## config.mk

```make
export PLATFORM = sky130hd
export DESIGN_NAME = instr_mem_ctrl_flat
export DESIGN_NICKNAME = d
export VERILOG_FILES = /design/src/rtl/instr_mem_ctrl_if.sv /design/src/rtl/instr_mem_ctrl.sv /design/src/flat_wrapper.sv
export SDC_FILE = /design/constraint.sdc
export NUM_CORES = 1
export LEC_CHECK = 0
export ABC_AREA = 1
export BUFFER_PORTS_ARGS = -buffer_cell sky130_fd_sc_hd__buf_2
export CORE_ASPECT_RATIO = 0.7
export CORE_MARGIN = 1.5
export CORE_UTILIZATION = 48
export DETAILED_ROUTE_END_ITERATION = 7
export HOLD_SLACK_MARGIN = 0.12
export PLACE_DENSITY = 0.87
export RECOVER_POWER = 50
export SETUP_SLACK_MARGIN = 0.5
export SYNTH_ARGS = -nofsm -noshare
export SYNTH_HDL_FRONTEND = slang
export SYNTH_SLANG_ARGS = --single-unit
```

## constraint.sdc

```tcl
create_clock -name clk -period 1.5 [get_ports clk]
set_clock_uncertainty 0.15 [all_clocks]
set_input_delay 0.075 -clock clk [delete_from_list [all_inputs] [get_ports clk]]
set_output_delay 0.075 -clock clk [all_outputs]
set_load 0.03 [all_outputs]
```

## src/rtl/instr_mem_ctrl_if.sv

```systemverilog
`default_nettype none
// ============================================================================
// Module      : instr_mem_ctrl_if
// Description : Host loader bundle for instr_mem_ctrl (beats, clear, run request).
// Revision    : 1.0
// ============================================================================
interface instr_mem_ctrl_if;
    logic [31:0] host_wdata;
    logic        host_valid;
    logic        host_ready;
    logic        host_clear;
    logic        run_req;

    modport master (
        output host_wdata,
        output host_valid,
        output host_clear,
        output run_req,
        input  host_ready
    );

    modport slave (
        input  host_wdata,
        input  host_valid,
        input  host_clear,
        input  run_req,
        output host_ready
    );
endinterface
`default_nettype wire

```

## src/rtl/instr_mem_ctrl.sv

```systemverilog
`default_nettype none
// ============================================================================
// Module      : instr_mem_ctrl
// Description : Arbitrates the instruction BRAM port between the host beat
//               packer and the sequence decoder. Optional: LOAD_CHECKSUM_EN.
// Revision    : 1.0
// ============================================================================
module instr_mem_ctrl #(
    parameter int ADDR_SIZE = 15
) (
    input  wire logic                 clk,
    input  wire logic                 reset,
    instr_mem_ctrl_if.slave           host,
    input  wire logic [ADDR_SIZE-1:0] dec_mem_addr,
    output logic                      run,
    output logic                      bram_en,
    output logic                      bram_we,
    output logic [ADDR_SIZE-1:0]      bram_addr,
    output logic [119:0]              bram_wdata,
    output logic [ADDR_SIZE:0]        prog_len,
    output logic [1:0]                ctrl_state,
    output logic [2:0]                err_flags
`ifdef LOAD_CHECKSUM_EN
    ,
    output logic [31:0]               checksum
`endif
);

    localparam logic [ADDR_SIZE:0] c_depth = {1'b1, {ADDR_SIZE{1'b0}}};

    typedef enum logic [1:0] {
        IDLE  = 2'd0,
        WRITE = 2'd1,
        ARM   = 2'd2,
        RUN   = 2'd3
    } state_t;

    state_t                 r_state, w_state_nxt;
    logic [1:0]             r_beat_cnt;
    logic [95:0]            r_pack;
    logic [ADDR_SIZE-1:0]   r_wr_ptr;
    logic [ADDR_SIZE:0]     r_prog_len;
    logic [2:0]             r_err;
    logic                   r_run, r_bram_en, r_bram_we;
    logic [ADDR_SIZE-1:0]   r_bram_addr;
    logic [119:0]           r_bram_wdata;

    logic                   w_ready, w_accept, w_clear, w_commit, w_drop_beats;
    logic [2:0]             w_err_set;
    logic                   w_run_nxt, w_en_nxt, w_we_nxt;
    logic [ADDR_SIZE-1:0]   w_addr_nxt;
    logic [119:0]           w_wdata_nxt;
    logic [119:0]           w_word;
    logic                   w_unused_hi;

    assign w_ready         = (r_state == IDLE) && !host.run_req && reset;
    assign host.host_ready = w_ready;
    // A clear cycle swallows any beat offered alongside it.
    assign w_accept        = host.host_valid && w_ready && !host.host_clear;
    assign w_word          = {host.host_wdata[23:0], r_pack};
    assign w_unused_hi     = ^host.host_wdata[31:24];

    always_comb begin
        w_state_nxt  = r_state;
        w_run_nxt    = 1'b0;
        w_en_nxt     = 1'b0;
        w_we_nxt     = 1'b0;
        w_addr_nxt   = '0;
        w_wdata_nxt  = '0;
        w_clear      = 1'b0;
        w_commit     = 1'b0;
        w_drop_beats = 1'b0;
        w_err_set    = 3'b000;
        case (r_state)
            IDLE: begin
                if (host.host_clear) begin
                    w_clear = 1'b1;
                end else if (host.run_req) begin
                    if (r_beat_cnt != 2'd0) begin
                        w_err_set[1] = 1'b1;
                        w_drop_beats = 1'b1;
                    end else if (r_prog_len == '0) begin
                        w_err_set[2] = 1'b1;
                    end else begin
                        // Prefetch word 0 so it is on the BRAM output when run rises.
                        w_state_nxt = ARM;
                        w_en_nxt    = 1'b1;
                    end
                end else if (w_accept && (r_beat_cnt == 2'd3)) begin
                    if (r_prog_len == c_depth) begin
                        w_err_set[0] = 1'b1;
                    end else begin
                        w_state_nxt = WRITE;
                        w_en_nxt    = 1'b1;
                        w_we_nxt    = 1'b1;
                        w_addr_nxt  = r_wr_ptr;
                        w_wdata_nxt = w_word;
                    end
                end
            end
            WRITE: begin
                w_commit    = 1'b1;
                w_state_nxt = IDLE;
            end
            ARM: begin
                w_state_nxt = RUN;
                w_run_nxt   = 1'b1;
                w_en_nxt    = 1'b1;
                w_addr_nxt  = dec_mem_addr;
            end
            RUN: begin
                if (host.run_req) begin
                    w_run_nxt  = 1'b1;
                    w_en_nxt   = 1'b1;
                    w_addr_nxt = dec_mem_addr;
                end else begin
                    w_state_nxt = IDLE;
                end
            end
            default: w_state_nxt = IDLE;
        endcase
    end

    always_ff @(posedge clk) begin
        if (!reset) begin
            r_state      <= IDLE;
            r_beat_cnt   <= 2'd0;
            r_pack       <= '0;
            r_wr_ptr     <= '0;
            r_prog_len   <= '0;
            r_err        <= 3'b000;
            r_run        <= 1'b0;
            r_bram_en    <= 1'b0;
            r_bram_we    <= 1'b0;
            r_bram_addr  <= '0;
            r_bram_wdata <= '0;
        end else begin
            r_state      <= w_state_nxt;
            r_run        <= w_run_nxt;
            r_bram_en    <= w_en_nxt;
            r_bram_we    <= w_we_nxt;
            r_bram_addr  <= w_addr_nxt;
            r_bram_wdata <= w_wdata_nxt;
            if (w_clear) begin
                r_wr_ptr   <= '0;
                r_prog_len <= '0;
                r_beat_cnt <= 2'd0;
                r_err      <= 3'b000;
            end else begin
                r_err <= r_err | w_err_set;
                if (w_drop_beats) begin
                    r_beat_cnt <= 2'd0;
                end else if (w_accept) begin
                    r_beat_cnt <= r_beat_cnt + 2'd1;
                    case (r_beat_cnt)
                        2'd0:    r_pack[31:0]  <= host.host_wdata;
                        2'd1:    r_pack[63:32] <= host.host_wdata;
                        2'd2:    r_pack[95:64] <= host.host_wdata;
                        default: ;
                    endcase
                end
                if (w_commit) begin
                    r_wr_ptr <= r_wr_ptr + 1'b1;
                    if (r_prog_len != c_depth) begin
                        r_prog_len <= r_prog_len + 1'b1;
                    end
                end
            end
        end
    end

`ifdef LOAD_CHECKSUM_EN
    logic [31:0] r_checksum;

    always_ff @(posedge clk) begin
        if (!reset) begin
            r_checksum <= '0;
        end else if (w_clear) begin
            r_checksum <= '0;
        end else if (w_commit) begin
            r_checksum <= r_checksum + {8'h00, r_bram_wdata[119:96]} + r_bram_wdata[95:64]
                        + r_bram_wdata[63:32] + r_bram_wdata[31:0];
        end
    end

    assign checksum = r_checksum;
`endif

    assign run        = r_run;
    assign bram_en    = r_bram_en;
    assign bram_we    = r_bram_we;
    assign bram_addr  = r_bram_addr;
    assign bram_wdata = r_bram_wdata;
    assign prog_len   = r_prog_len;
    assign ctrl_state = r_state;
    assign err_flags  = r_err;

endmodule
`default_nettype wire
```

## src/flat_wrapper.sv

```systemverilog
// flat-port wrapper written by rule: the top's interface ports become plain ports
module instr_mem_ctrl_flat 
#(
    parameter int ADDR_SIZE = 15
)
  (clk, reset, dec_mem_addr, run, bram_en, bram_we, bram_addr, bram_wdata, prog_len, ctrl_state, err_flags, host_host_wdata, host_host_valid, host_host_clear, host_run_req, host_host_ready);
  instr_mem_ctrl_if host_i ();
  input  wire logic clk;
  input  wire logic reset;
  input  wire logic [ADDR_SIZE-1:0] dec_mem_addr;
  output logic run;
  output logic bram_en;
  output logic bram_we;
  output logic [ADDR_SIZE-1:0] bram_addr;
  output logic [119:0] bram_wdata;
  output logic [ADDR_SIZE:0] prog_len;
  output logic [1:0] ctrl_state;
  output logic [2:0] err_flags;
  input wire logic [$bits(host_i.host_wdata)-1:0] host_host_wdata;
  input wire logic [$bits(host_i.host_valid)-1:0] host_host_valid;
  input wire logic [$bits(host_i.host_clear)-1:0] host_host_clear;
  input wire logic [$bits(host_i.run_req)-1:0] host_run_req;
  output wire logic [$bits(host_i.host_ready)-1:0] host_host_ready;
  assign host_i.host_wdata = host_host_wdata;
  assign host_i.host_valid = host_host_valid;
  assign host_i.host_clear = host_host_clear;
  assign host_i.run_req = host_run_req;
  assign host_host_ready = host_i.host_ready;
  instr_mem_ctrl #(.ADDR_SIZE(ADDR_SIZE)) u_core (.clk(clk), .reset(reset), .host(host_i), .dec_mem_addr(dec_mem_addr), .run(run), .bram_en(bram_en), .bram_we(bram_we), .bram_addr(bram_addr), .bram_wdata(bram_wdata), .prog_len(prog_len), .ctrl_state(ctrl_state), .err_flags(err_flags));
endmodule
```

==> Yosys cells after proc, flatten, opt, wreduce, memory -nomap -nowiden <==
Index checks and enable logic that the tools add are counted.
{ "totals": {"out_inout_bits": 160, "word_cells": 94, "inputBits": 52, "register_bits": 272} }
{ "classes": {"eq_ne": 14, "reduce_logical": 20, "add_sub_neg": 3, "n_bitwise": 6, "muxes": 38} }
{ "ops": {"columns": ["operator", "count"], "rows": [
  ["$mux 15", 5],
  ["$pmux 15 s3", 1],
  ["$mux 1", 19],
  ["$add 16x1->16 const B", 1],
  ["$eq 16x16->1 const B", 1],
  ["$logic_not 16->1", 1],
  ["$mux 2", 8],
  ["$ne 16x16->1 const B", 1],
  ["$add 15x1->15 const B", 1],
  ["$ne 3x3->1 const B", 4],
  ["$reduce_and 4->1", 3],
  ["$eq 2x2->1 const B", 4],
  ["$pmux 2 s4", 1],
  ["$mux 3", 2],
  ["$reduce_and 6->1", 1],
  ["$reduce_or 6->1", 1],
  ["$logic_and 1x1->1", 5],
  ["$not 1->1", 5],
  ["$eq 2x1->1 const B", 2],
  ["$logic_not 2->1", 2],
  ["$ne 2x2->1 const B", 2],
  ["$reduce_or 4->1", 1],
  ["$or 3x3->3", 1],
  ["$pmux 1 s3", 1],
  ["other kinds (7)", 8]
]} }

==> Longest topological paths before layout <==
Gate-level depths: netlist (run 1).
{ "logic_depth": {"ltp_word": 11, "mapped_depth": 11, "mapped_depth_nobuf": 11} }

==> Least setup slack after synthesis (run 1) <==
No wires, ideal clock.
{ "synth_path": {"path_type": "flip-flop to flip-flop", "startpoint": "reg u_core.r_prog_len[0], in the netlist u_core.prog_len[0]", "endpoint": "reg u_core.r_bram_addr[4], in the netlist u_core.bram_addr[4]", "path_stages_with_launch": 11, "synth_period_minus_slack_ns": 1.807, "path_slack_ns": -0.307, "setup_time_ns": 0.132, "required_ns": 1.218, "t_arrival_ns": 1.525, "path_buffers": 1, "cell_sequence": "dfxtp_1 inv_1 ha_1 nand2_1 nor2_2 nand2_1 nand2_2 clkinv_2 buf_6 nand2_1 a21oi_1"} }
{ "synth_via": {"elab_chain_cells": 6} }
{ "synth_lines": {"columns": ["item", "line", "source"], "rows": [
  ["start: declaration", "instr_mem_ctrl.sv:42", "logic [ADDR_SIZE:0] r_prog_len;"],
  ["start signal: assignment", "instr_mem_ctrl.sv:165", "r_prog_len <= r_prog_len + 1'b1;"],
  ["$eq 16x16->1", "instr_mem_ctrl.sv:90", "if (r_prog_len == c_depth) begin"],
  ["$mux 15", "instr_mem_ctrl.sv:90", null],
  ["$mux 15", "instr_mem_ctrl.sv:89", "end else if (w_accept && (r_beat_cnt == 2'd3)) begin"],
  ["$mux 15", "instr_mem_ctrl.sv:78", "end else if (host.run_req) begin"],
  ["$mux 15", "instr_mem_ctrl.sv:76", "if (host.host_clear) begin"],
  ["$pmux 15 s3", "instr_mem_ctrl.sv:74", "case (r_state)"],
  ["end signal: assignment", "instr_mem_ctrl.sv:142", "r_bram_addr <= w_addr_nxt;"],
  ["end: declaration", "instr_mem_ctrl.sv:45", "logic [ADDR_SIZE-1:0] r_bram_addr;"]
]} }
No other way between the ends.
A chain may end at the register's enable or synchronous reset.

==> Worst setup path after layout (run 1) <==
{ "layout_path": {"startpoint": "reg u_core.r_state[1], in the netlist u_core.ctrl_state[1]", "endpoint": "reg u_core.r_pack[86]"} }
{ "layout_via": {"elab_chain_cells": 6, "elab_cells_between_ends": 10, "cone_classes": "mux: 2; bitwise: 2; reduce/logical: 6"} }
{ "layout_lines": {"columns": ["item", "line", "source"], "rows": [
  ["start: declaration", "instr_mem_ctrl.sv:38", "state_t r_state, w_state_nxt;"],
  ["start signal: assignment", "instr_mem_ctrl.sv:138", "r_state <= w_state_nxt;"],
  ["$logic_not 2->1 *", "instr_mem_ctrl.sv:56, instr_mem_ctrl.sv:74", null],
  ["$logic_and 1x1->1 (2 in a row)", "instr_mem_ctrl.sv:56", "assign w_ready = (r_state == IDLE) && !host.run_req && reset;"],
  ["$logic_and 1x1->1 (2 in a row)", "instr_mem_ctrl.sv:59", "assign w_accept = host.host_valid && w_ready && !host.host_clear;"],
  ["$reduce_and 4->1 (no source line) *", null, null],
  ["end signal: assignment", "instr_mem_ctrl.sv:158", "2'd2: r_pack[95:64] <= host.host_wdata;"],
  ["end: declaration", "instr_mem_ctrl.sv:40", "logic [95:0] r_pack;"]
]} }
Every way passes the cells marked *; elsewhere a longest branch is shown, timed or not.

==> summary.md, run 1 <==
| Metric | Value |
|---|---|
| Antenna Violating Nets Remaining | `0` |
| H-tree Lvls | `1` |
| Core area | `between 0.015 and 0.02 mm2` |
| CP startpoint kind | `flop` |
| Layout Nets | `1500` |
| Netlist cell types | `34` |
| Final-report hold violation count | `between 40 and 50` |
| Leakage power | `approximately 5.6 nW` |
| Worst hold path type | `primary input to flop` |
| Ys Warns | `0` |
| Unrepaired setup endpoints after global routing | `yes` |
| CP peak stage delay | `0.36 ns` |
| Sequential fraction of the synthesis area | `0.591` |
| Clock tree from TritonCTS | `yes` |
| Chip Height | `between 100 and 150 um` |
| Crit path kind | `flop to flop` |
| GP Congestion | `0.892` |
| Fin crit share | `1.15` |
| Post-layout min period | `between 1.5 and 2 ns` |
| GRT overflow | `0` |
| Worst skew pair latency | `between 0.5 and 0.6 ns` |
| Worst Path Buf+Inv | `1` |
| Final worst slack | `-0.220 ns` |
| Most common cell after layout, fill and taps aside | `dfxtp_1` |
| Initial core utilization | `0.489` |
| Clock Sink Count | `272` |
| Hold WS | `-0.0962 ns` |
| Share of post-route cells with drive strength above 1 | `0.336` |
| CP max stage cell | `dfxtp_4` |
| Rel. slew slack | `0.667` |
| Synth Flop Type | `dfxtp_1` |
| DR WL/cell | `roughly 17 um` |
| CP dominant cell by count | `nor2_4` |
| Cts hold-fix bufs | `between 40 and 50` |
| Syn nets | `1149` |
| EDFF count, synth | `0` |
| Crit path cell chain | `nor2_4 > nand3_4 > nor2_4 > nand2_4 > buf_12 > o21ai_0 > a21oi_1` |
| Asr flop ratio synth | `0` |
| Root Driver | `clkbuf_16` |
| Fmax achieved | `slightly below 600 MHz` |
| DP HPWL | `15.4 mm` |
| Cells after synthesis | `between 1000 and 1500` |
| Outcome | `finished, violations left` |
| Peak VDD IR | `~0.86 mV` |
| Global-route wire length before repair | `43.0 mm` |
| Worst-margin pin slew | `around 0.5 ns` |
| Syn Area/Cell | `approximately 8.5 um2` |
| Final Core Density | `0.730` |
| Clock Tree Buf Depth | `3` |
| Final Max Tran Viols | `0` |
| Tot Pwr | `~18 mW` |
| Area Overhead vs Synth | `49.5%` |
| Full die area | `between 0.02 and 0.025 mm2` |
| Violated checks | `negative hold slack, negative setup slack` |
| Vias in the first global route | `about 8600` |
| DRT iter0 DRCs | `around 680` |
| Critical path capture point type | `flop` |
| Row count | `42` |
| Power Density | `between 1000 and 1500 mW/mm2` |
| DRC | `0` |
| Max Cap Violations | `0` |
| CP max FO | `26` |
| Total GRT Usage | `0.270` |
| Setup_tns | `-33.56 ns` |
| Vias/cell | `5.11` |
| Routed WL | `slightly below 30 mm` |
| Initial antenna violation count | `1` |
| Number of port buffers | `211` |
| Reg clk slew, reported paths | `approximately 0.06 ns` |
| Largest net degree at the start of global routing | `46` |
| Vias | `8684` |
| CTS Buf Count | `26` |
| Synthesized area | `about 0.0092 mm2` |
| Req. time, crit path | `1.74 ns` |
| Setup violations, final | `around 270` |
| Initial DRT Pass Iterations | `5` |
| Top delay family on crit path | `simple AND/OR/NAND/NOR gates` |
| #FFs+latches synth | `272` |
| Leading cell types in the layout, fill and taps excluded | `250 x dfxtp_1, 152 x inv_1, 138 x nor2_1` |
| Worst endpoint data arrival time | `1.96 ns` |
| Die X | `around 170 um` |
| IO Count | `212` |
## worst reg2reg max path, cell delays in order (launching register included)
cell	delay [ns]
dfxtp_4	0.36
nor2_4	0.15
nand3_4	0.13
nor2_4	0.22
nand2_4	0.11
buf_12	0.19
o21ai_0	0.23
a21oi_1	0.08
## cell usage after synthesis, types with 9 or more instances
cell,instances,share of area
clkbuf_1,11,0.0045
buf_2,19,0.010
nor3_1,11,0.0060
dfxtp_1,272,0.59
inv_1,164,0.067
nand2_1,121,0.049
nand3_1,15,0.0081
a21oi_1,138,0.075
o21ai_0,108,0.059
xor2_1,9,0.0086
nor2_1,164,0.067
buf_6,11,0.013
## state kept, by name, indices dropped and copies added, names as in the netlist
signal / cells
u_core.bram_wdata: 120
u_core.r_pack: 96
u_core.prog_len: 16
u_core.bram_addr: 15
u_core.r_wr_ptr: 15
u_core.err_flags: 3
u_core.ctrl_state: 2
u_core.r_beat_cnt: 2
u_core.bram_en: 1
u_core.bram_we: 1
u_core.run: 1
## kinds of logic (layout without fill, tap and decap cells)
group                      Yosys count  after routing  share of synthesized area
AOI/OAI and AO/OA                  251            251                      0.138
xor gates and xnor gates            10             10                    0.00950
adders and majority gates            7              7                    0.00950
buffers and inverters              216            582                      0.101
DFF                                272            272                      0.591
other                                0              1                          0
and+or+nand+nor                    334            335                      0.151
## through the flow
stage	setup slack (ns)	cell area (um2)	cells	hold WS, ns
after floorplan	-0.0257	9400	1090	0.0372
after global placement	-0.0916	11100	1565	0.172
after detailed placement	-0.128	11100	1565	0.182
after CTS	-0.172	13300	1687	-0.125
after global routing	-0.277	13800	1700	-0.0920
final	-0.220	13800	1700	-0.0962
## report_power, final
group	internal [mW]	switching (mW)
clock	3.89	2.76
sequential	7.43	0.106
combinational	1.51	1.96
total	12.8	4.83
## final timing paths
path	start	end	slack, ns	cells past startpoint
max reg2reg	u_core.ctrl_state[1]	u_core.r_pack[86]	-0.22	7
min	reset	u_core.ctrl_state[1]	-0.1	4
min reg2reg	u_core.r_pack[78]	u_core.bram_wdata[78]	0.28	2
max	u_core.ctrl_state[1]	u_core.r_pack[86]	-0.22	7
## timing repair
action	4_1_cts	5_1_grt
gates resized for setup	140	133
setup buffers	17	8
setup endpoints to repair	432	432
hold endpoints to repair	175	48
gates cloned	13	4
pin swaps	27	48
## metal layers
metal | track usage | vias up | wire, um
met5 | 0 | - | 0
met3 | 0.0542 | 82 | 1850
li1 | - | 4119 | -
met1 | 0.346 | 4114 | 12400
met4 | 0.110 | 0 | 1030
met2 | 0.446 | 369 | 13800
## layout make-up
| cell class | instances | area (um2) |
|---|---|---|
| clock buffers | 34 | 753 |
| diodes | 1 | 2.50 |
| fillers | 1282 | 5080 |
| clock inverters | 10 | 121 |
| repair buffers | 372 | 2870 |
| inverters | 166 | 656 |
| flip-flops and latches | 272 | 5490 |
| multi-input cells | 603 | 3590 |
| well taps | 242 | 303 |
Note: power is estimated with default switching activity, not from simulation.
==> run 2, diff against run 1 <==
Settings changed: TNS_END_PERCENT set to 10.
==> run 2 against run 1 <==
Net effect:
- the run still ends with negative hold slack, negative setup slack left
- hold slack better by 0.015 ns
- utilization down 0.23 points
- global-route usage grew 0.55 points
- largest power group unchanged
- sequential share of layout area up 0.19 points
- sequential cell count did not move
- total power fell by 0.15%
==> summary.md, run 2 (same netlist as run 1, synthesis figures left out) <==
| Metric | Value |
|---|---|
| Chip Height | `around 120 um` |
| Core area | `between 0.015 and 0.02 mm2` |
| Total GRT Usage | `0.275` |
| GRT overflow | `0` |
| Outcome | `finished, violations left` |
| Tot Pwr | `~18 mW` |
| Area Overhead vs Synth | `49.0%` |
| Initial antenna violation count | `0` |
| Worst endpoint data arrival time | `2.06 ns` |
| Peak VDD IR | `between 0.8 and 0.9 mV` |
| Fmax achieved | `~560 MHz` |
| Vias/cell | `~5.3` |
| Req. time, crit path | `1.77 ns` |
| Rel. slew slack | `0.718` |
| Largest net degree at the start of global routing | `a little over 90` |
| Worst skew pair latency | `~0.53 ns` |
| Clock Tree Buf Depth | `3` |
| Final worst slack | `-0.287 ns` |
| Row count | `42` |
| Worst hold path type | `primary input to flop` |
| Fin crit share | `1.19` |
| DRT iter0 DRCs | `823` |
| Post-layout min period | `approximately 1.8 ns` |
| Root Driver | `clkbuf_16` |
| Routed WL | `~31 mm` |
| Global-route wire length before repair | `between 40 and 50 mm` |
| Setup violations, final | `272` |
| Violated checks | `negative hold slack, negative setup slack` |
| Power Density | `approximately 1300 mW/mm2` |
| Crit path kind | `flop to flop` |
| Critical path capture point type | `flop` |
| FF-to-FF Start | `u_core.prog_len[1]` |
| Unrepaired setup endpoints after global routing | `yes` |
| Final-report hold violation count | `4` |
| Antenna Violating Nets Remaining | `0` |
| Vias | `8895` |
| Leading cell types in the layout, fill and taps excluded | `243 x dfxtp_1, 153 x inv_1, 145 x nor2_1` |
| Hold WS | `-0.0814 ns` |
| DP HPWL | `between 15 and 20 mm` |
| Most common cell after layout, fill and taps aside | `dfxtp_1` |
| Antenna diode count | `0` |
| Reg clk slew, reported paths | `around 0.080 ns` |
| Clock tree from TritonCTS | `yes` |
| Max Cap Violations | `0` |
| CP Launch Point | `u_core.prog_len[1]` |
| Clock Sink Count | `approximately 270` |
| DR WL/cell | `around 18 um` |
| Max reg flops | `120` |
| IO Count | `212` |
| Leakage power | `5.48 nW` |
| Full die area | `around 0.02 mm2` |
| CP startpoint kind | `flop` |
| DRC | `0` |
| Worst-margin pin slew | `0.425 ns` |
| Number of port buffers | `roughly 210` |
| Vias in the first global route | `8490` |
| H-tree Lvls | `1` |
| Layout Nets | `1485` |
| Final Max Tran Viols | `0` |
| Hold Startpoint | `host_run_req` |
| Initial core utilization | `0.489` |
| Die X | `169 um` |
| GP Congestion | `just over 0.9` |
| CTS Buf Count | `25` |
| CP max FO | `3` |
| Share of post-route cells with drive strength above 1 | `0.293` |
| Initial DRT Pass Iterations | `8` |
==> run 2: cell types whose count changed in the layout (fill, tap and decap cells not counted), moves of 9 or more <==
cell and change:
o21ai_1 +31, buf_6 +91, buf_4 -16, nand2_4 -9, a21oi_1 +22, o21ai_2 -26, buf_2 -80, a21oi_2 -20
clkbuf_2 +12
==> run 2: power by group <==
group          switching [mW]  internal [mW]
Clock                    2.80           3.97
Combinational            1.95           1.37
Sequential              0.129           7.43
==> run 2: timing repair <==
item / in CTS / in global routing
gates resized for setup: 363 / 247
cloned: 7 / 2
buffers inserted: 14 / 12
pin swaps: 24 / 19
setup endpoints to repair: 432 / 432
hold buffers: 48 / 1
hold endpoints to repair: 175 / 24
==> run 2: final timing paths <==
check	end	depth (start not counted)	slack [ns]
setup / recovery	u_core.prog_len[15]	8	-0.29
hold / removal	u_core.run	4	-0.08
setup reg to reg	u_core.prog_len[15]	8	-0.29
hold reg to reg	u_core.bram_wdata[31]	2	0.27
==> run 2: metal layers <==
metal  vias up  track usage  wire, um
met5         -            0         7
met4         2        0.108      1470
met3       124       0.0502      2220
met2       475        0.480     15600
met1      4204        0.338     11900
li1       4090            -         -
==> run 2: critical path: stages, from the launching register on <==
cell	delay (ns)
dfxtp_4	0.37
buf_4	0.13
nand2_1	0.10
nor2_2	0.21
nand2_1	0.14
nor2_2	0.15
xor2_1	0.18
nand2_1	0.07
a21oi_1	0.17
==> run 2: per-stage QoR <==
stage / area, um2 / worst slack [ns] / utilization / setup TNS (ns) / instances
after detailed placement: 10900 / -0.148 / 0.580 / -17.45 / 1557
after global placement: 10900 / -0.0670 / 0.580 / -4.10 / 1557
final: 13700 / -0.287 / 0.728 / -39.15 / 1687
after global routing: 13700 / -0.360 / 0.728 / -52.80 / 1687
after CTS: 13600 / -0.166 / 0.721 / -23.04 / 1672
after floorplan: 9310 / -0.0258 / - / -3.48 / 1090
==> run 2: final cells by class <==
| type | instances | area (um2) |
|---|---|---|
| clock inverter | 9 | 136 |
| multi-input combinational | 604 | 3350 |
| timing repair buffer | 356 | 3050 |
| tap | 242 | 303 |
| sequential | 272 | 5500 |
| clock buffer | 37 | 741 |
| inverter | 166 | 647 |
| fill | 1226 | 5130 |
| timing repair inverter | 1 | 16.3 |
